File: src/rtl/mem_arbiter.sv
// mem_arbiter: round-robin arbiter granting two read requesters
// (m0 = instruction fetch, m1 = data/stack) access to a single ROM port.
// One ROM transaction is in flight at a time: IDLE -> ADDR -> DATA -> IDLE.
//
// Ports:
//   clk, reset                 clock, asynchronous active-high reset
//   mX_req                     read request, held by requester until mX_gnt
//   mX_addr, mX_extra          byte address and access size code
//   mX_lower/upper_bound       legal address window of the requester
//   mX_gnt                     one-cycle pulse: request accepted
//   mX_rvalid                  one-cycle pulse: mX_rdata / mX_error valid
//   mX_rdata, mX_error         read data (held until next rvalid), ROM error
//   mem_addr, mem_extra        registered ROM address / size of current owner
//   mem_lower/upper_bound      registered bounds of current owner
//   mem_data, mem_error        ROM response, valid one cycle after mem_addr sampled
module mem_arbiter #(
    parameter int unsigned MEM_ADDR  = 4,
    parameter int unsigned MEM_EXTRA = 4
) (
    input  logic                            clk,
    input  logic                            reset,

    input  logic                            m0_req,
    input  logic [MEM_ADDR:0]               m0_addr,
    input  logic [MEM_EXTRA-1:0]            m0_extra,
    input  logic [MEM_ADDR:0]               m0_lower_bound,
    input  logic [MEM_ADDR:0]               m0_upper_bound,
    output logic                            m0_gnt,
    output logic                            m0_rvalid,
    output logic [(2**MEM_EXTRA)*8-1:0]     m0_rdata,
    output logic                            m0_error,

    input  logic                            m1_req,
    input  logic [MEM_ADDR:0]               m1_addr,
    input  logic [MEM_EXTRA-1:0]            m1_extra,
    input  logic [MEM_ADDR:0]               m1_lower_bound,
    input  logic [MEM_ADDR:0]               m1_upper_bound,
    output logic                            m1_gnt,
    output logic                            m1_rvalid,
    output logic [(2**MEM_EXTRA)*8-1:0]     m1_rdata,
    output logic                            m1_error,

    output logic [MEM_ADDR:0]               mem_addr,
    output logic [MEM_EXTRA-1:0]            mem_extra,
    output logic [MEM_ADDR:0]               mem_lower_bound,
    output logic [MEM_ADDR:0]               mem_upper_bound,
    input  logic [(2**MEM_EXTRA)*8-1:0]     mem_data,
    input  logic                            mem_error
);

    localparam int unsigned AW = MEM_ADDR + 1;
    localparam int unsigned DW = (2**MEM_EXTRA) * 8;

    typedef enum logic [1:0] {
        IDLE = 2'd0,
        ADDR = 2'd1,
        DATA = 2'd2
    } state_t;

    // Request payload latched into the mem_* registers on a grant.
    typedef struct packed {
        logic [AW-1:0]        addr;
        logic [MEM_EXTRA-1:0] extra;
        logic [AW-1:0]        lower_bound;
        logic [AW-1:0]        upper_bound;
    } req_t;

    state_t state;
    logic   owner;       // requester of the in-flight access
    logic   last_owner;  // requester granted most recently

    logic   any_req_c;
    logic   pick_m1_c;
    req_t   win_c;

    // Round-robin choice: lone requester wins; on a tie the one not granted last wins.
    always_comb begin
        any_req_c = m0_req | m1_req;
        pick_m1_c = m1_req & (~m0_req | ~last_owner);
        win_c     = '0;
        if (pick_m1_c) begin
            win_c.addr        = m1_addr;
            win_c.extra       = m1_extra;
            win_c.lower_bound = m1_lower_bound;
            win_c.upper_bound = m1_upper_bound;
        end else begin
            win_c.addr        = m0_addr;
            win_c.extra       = m0_extra;
            win_c.lower_bound = m0_lower_bound;
            win_c.upper_bound = m0_upper_bound;
        end
    end

    // Arbitration FSM with registered grant, response and ROM-side outputs.
    always_ff @(posedge clk or posedge reset) begin
        if (reset) begin
            state           <= IDLE;
            owner           <= 1'b0;
            last_owner      <= 1'b1;
            m0_gnt          <= 1'b0;
            m0_rvalid       <= 1'b0;
            m0_rdata        <= '0;
            m0_error        <= 1'b0;
            m1_gnt          <= 1'b0;
            m1_rvalid       <= 1'b0;
            m1_rdata        <= '0;
            m1_error        <= 1'b0;
            mem_addr        <= '0;
            mem_extra       <= '0;
            mem_lower_bound <= '0;
            mem_upper_bound <= '0;
        end else begin
            // Grant and rvalid are single-cycle pulses.
            m0_gnt    <= 1'b0;
            m1_gnt    <= 1'b0;
            m0_rvalid <= 1'b0;
            m1_rvalid <= 1'b0;

            case (state)
                IDLE: begin
                    if (any_req_c) begin
                        owner           <= pick_m1_c;
                        last_owner      <= pick_m1_c;
                        mem_addr        <= win_c.addr;
                        mem_extra       <= win_c.extra;
                        mem_lower_bound <= win_c.lower_bound;
                        mem_upper_bound <= win_c.upper_bound;
                        m0_gnt          <= ~pick_m1_c;
                        m1_gnt          <= pick_m1_c;
                        state           <= ADDR;
                    end
                end

                // ROM samples mem_addr at the end of this cycle.
                ADDR: state <= DATA;

                // ROM response is valid now; an errored access returns zero data.
                DATA: begin
                    if (owner) begin
                        m1_rdata  <= mem_error ? DW'(0) : mem_data;
                        m1_error  <= mem_error;
                        m1_rvalid <= 1'b1;
                    end else begin
                        m0_rdata  <= mem_error ? DW'(0) : mem_data;
                        m0_error  <= mem_error;
                        m0_rvalid <= 1'b1;
                    end
                    state <= IDLE;
                end

                default: state <= IDLE;
            endcase
        end
    end

endmodule

File: config.mk
export PLATFORM = sky130hd
export DESIGN_NAME = mem_arbiter
export DESIGN_NICKNAME = d
export VERILOG_FILES = /design/src/rtl/mem_arbiter.sv
export SDC_FILE = /design/constraint.sdc
export NUM_CORES = 1
export LEC_CHECK = 0
export CORE_ASPECT_RATIO = 1.4
export CORE_MARGIN = 8
export CORE_UTILIZATION = 40
export CTS_CLUSTER_DIAMETER = 30
export DETAILED_ROUTE_END_ITERATION = 16
export HOLD_SLACK_MARGIN = 0.05
export PLACE_DENSITY = 0.75
export SYNTH_ARGS = -nofsm -noshare
export SYNTH_HDL_FRONTEND = slang
export SYNTH_SLANG_ARGS = --single-unit
File: constraint.sdc
create_clock -name clk -period 26.7 [get_ports clk]
set_input_delay 5.34 -clock clk [delete_from_list [all_inputs] [get_ports clk]]
set_output_delay 5.34 -clock clk [all_outputs]
set_load 0.005 [all_outputs]
==> run summary <==
The worst setup path is launched from an input port. For the final database, setup skew stands at roughly 0.016 ns. The number of synthesized flops with an enable pin is 0. The number of nets produced by synthesis is 1228.

The ratio of cells with drive above 1 in the final layout came out at 0.08553. By area the synthesized netlist is led by dfrtp_1 (64%), nand2_1 (8.7%), nand2b_1 (7.2%), o21ai_0 (6.2%), o21ai_1 (5.4%). The number of global-route vias before repair was 9437. The number of buffers on the longest clock path is 3. The remaining global-route overflow is 0. The total die area is 0.03351 mm^2. The number of standard-cell rows in the floorplan came out at 72. For this run, the total global-route usage over all layers was measured as 0.2082. The final-report hold violation count is 0. The maximum level of the CTS H-tree came out at 2. The floorplan step set the die width to roughly 160 um. The netlist uses 22 different library cells. The count of synthesis-stage warnings from yosys came out at 0. By count the netlist is led by dfrtp_1 (284), nand2_1 (259), o21ai_0 (137).

Based on the critical path, the design can be clocked at up to 142.0 MHz. The count of input and output buffers came out at 451. The final count of negative-setup-slack endpoints is 0.

The headroom to the max-slew limit came out at 0.2222. The slew at the pin closest to its max-slew limit is approximately 1.2 ns. The height of the chip is 213.4 um. The mean post-synth cell area came out at 10.53 um^2. The number of remaining DRC errors is 0. The clock latency on the worst-skew pair came out at 0.53 ns. The signal arrival time at the worst endpoint is 7.52 ns. The final HPWL from detailed placement came out at 25710 um. Setup repair after global routing left no endpoint under its margin. The area share of the leading cell type in the synthesized netlist is 0.6383.

The final-stage net count is 1657. The number of instances in the synthesized netlist came out at 1057. The worst setup path is captured at an asynchronous set/reset pin. The highest net fanout along the worst path came out at about 130. The initial DRC count is 408. The class of the tightest hold or removal check is register to register.

TritonCTS built the clock tree. The routed design has ~36000 um of wire. The length of the first detailed-routing pass in iterations is 4. The CTS buffer count came out at between 40 and 50. The count of hold-fix buffers inserted at cts came out at 0.

The internal reg-to-reg setup slack is 24.19 ns. The total negative setup slack came out at 0 ns. The biggest area contributor in the post-synthesis netlist is dfrtp_1. The post-synthesis cell area came out at between 0.01 and 0.015 mm^2.

The worst-case vdd ir drop is 0.06946 mV. The number of clock sinks seen by CTS came out at 285. The number of vias per cell came out at 4.748.

The initial antenna violation count is 3. The critical path class is input port to asynchronous set/reset pin. The number of instances resized during post-cts repair is 0.

Clock-pin slew was measured on the worst setup and hold paths at 0.05 ns. The number of max-cap violations came out at 0. Post-CTS timing repair inserted 0 buffers for setup. The core region is around 0.027 mm^2. The initial core utilization is 0.4052. The count of vias placed by the detailed router came out at 8984. In the post-synthesis netlist, the cell with the most instances is dfrtp_1. The max-slew violation count came out at 0. The shortest period the worst path allows came out at 7.044 ns. The number of placed instances, taps included came out at roughly 1800.

The run finished with clean final reports. The standby leakage power came out at 7.484 nW. The routed wirelength normalized by instance count is 18.87 um. The power density normalized to cell area came out at 121.9 mW/mm^2. The top-level I/O count is 452. The share of the core filled with cells is 0.6287. The CTS root buffer is clkbuf_16. The final worst-path cycle share came out at 0.2638.

The first global-routing pass estimated 53750 um of wire. For this run, the number of standard cells in the final layout without fillers is 1892. The detail route stage leaves a number of antenna-violating nets equal to 0.

Entering global routing, the biggest net connects between 100 and 150 pins. The most used flip-flop cell after synthesis is dfrtp_1. The required time of the worst setup path is 27.18 ns. The final RePlAce weighted congestion is 0.8468. The sequential share of the synthesized area is 0.6406. Counting flops with an async set or reset pin after synthesis yields a share of 1.000. The area growth from synthesis to layout is 55.14%. The flop and latch count out of synthesis came out at 285.
==> logic make-up after synthesis <==
group,synth area share
buffers and inverters,0.03922
AOI/OAI and AO/OA,0.1181
muxes,0.03944
DFF,0.6406
and+or+nand+nor,0.1626
==> through the flow <==
step	power (mW)	worst slack (ns)	hold slack, ns	area, um^2
CTS	2.136	19.57	0.4806	17270
finish	2.107	19.66	0.4753	17270
global placement	1.522	19.03	0.4603	15750
global route	2.230	19.32	0.4994	17270
detailed placement	1.545	19.02	0.4691	15750
floorplan	1.019	13.50	0.4584	11130
==> power by group <==
group / total, mW / internal (mW) / leakage [nW] / switching, mW
logic: 0.785 / 0.449 / 3.06 / 0.336
registers: 0.743 / 0.635 / 3.69 / 0.108
clock network: 0.578 / 0.369 / 0.735 / 0.209
==> cell usage in the layout (no fill, tap or decap), drive strengths merged <==
cell,n
nand2,259
a21oi,1
nor2,1
dfstp,1
a21bo,1
or3b,1
nor2b,2
nor3,1
clkinvlp,5
clkdlybuf4s50,450
buf,8
nand3b,1
mux2,39
a31oi,1
bufinv,5
clkinv,14
nand2b,128
a21o,1
o21ai,257
dfrtp,284
diode,2
inv,10
clkbuf,50
==> path summary, 6_finish.rpt <==
path	from	to	cells past startpoint
hold / removal	m1_rdata[1]	m1_rdata[1]	2
max in group clk	m0_rdata[99]	m0_rdata[99]	1
hold reg to reg	m1_rdata[1]	m1_rdata[1]	2
setup reg to reg	state[1]	m0_error	5
min in group asynchronous	reset	m1_rdata[73]	2
setup / recovery	reset	m0_rdata[63]	3
==> registers in the layout, indices dropped and copies added (netlist names) <==
signal,count
last_owner,1
m0_error,1
m0_gnt,1
m0_rdata,128
m0_rvalid,1
m1_error,1
m1_gnt,1
m1_rdata,128
m1_rvalid,1
mem_addr,5
mem_extra,4
mem_lower_bound,5
mem_upper_bound,5
owner,1
state,2
==> cell type report <==
cell class                      instances  area [um^2]
Tap cell                              370        462.9
Timing Repair Buffer                  458         4562
Clock inverter                         30        342.8
Antenna cell                            2        5.005
Multi-Input combinational cell        693         3571
Sequential cell                       285         7133
Inverter                                4        22.52
Clock buffer                           50         1175
Fill cell                            2235        10200
==> critical path, cell delays in order <==
cell	delay [ns]
clkdlybuf4s50_1	0.50
inv_8	0.62
buf_4	0.92
==> per-layer routing <==
layer,wire length (um),share of wire,global-route usage,up-vias
met5,13,0.00036,0,-
met4,1380,0.039,0.09472,2
met3,2950,0.083,0.06374,74
met2,18640,0.52,0.3666,295
met1,12720,0.36,0.2269,4260
li1,-,-,-,4353
No activity file was read; power rests on OpenSTA's default activity.
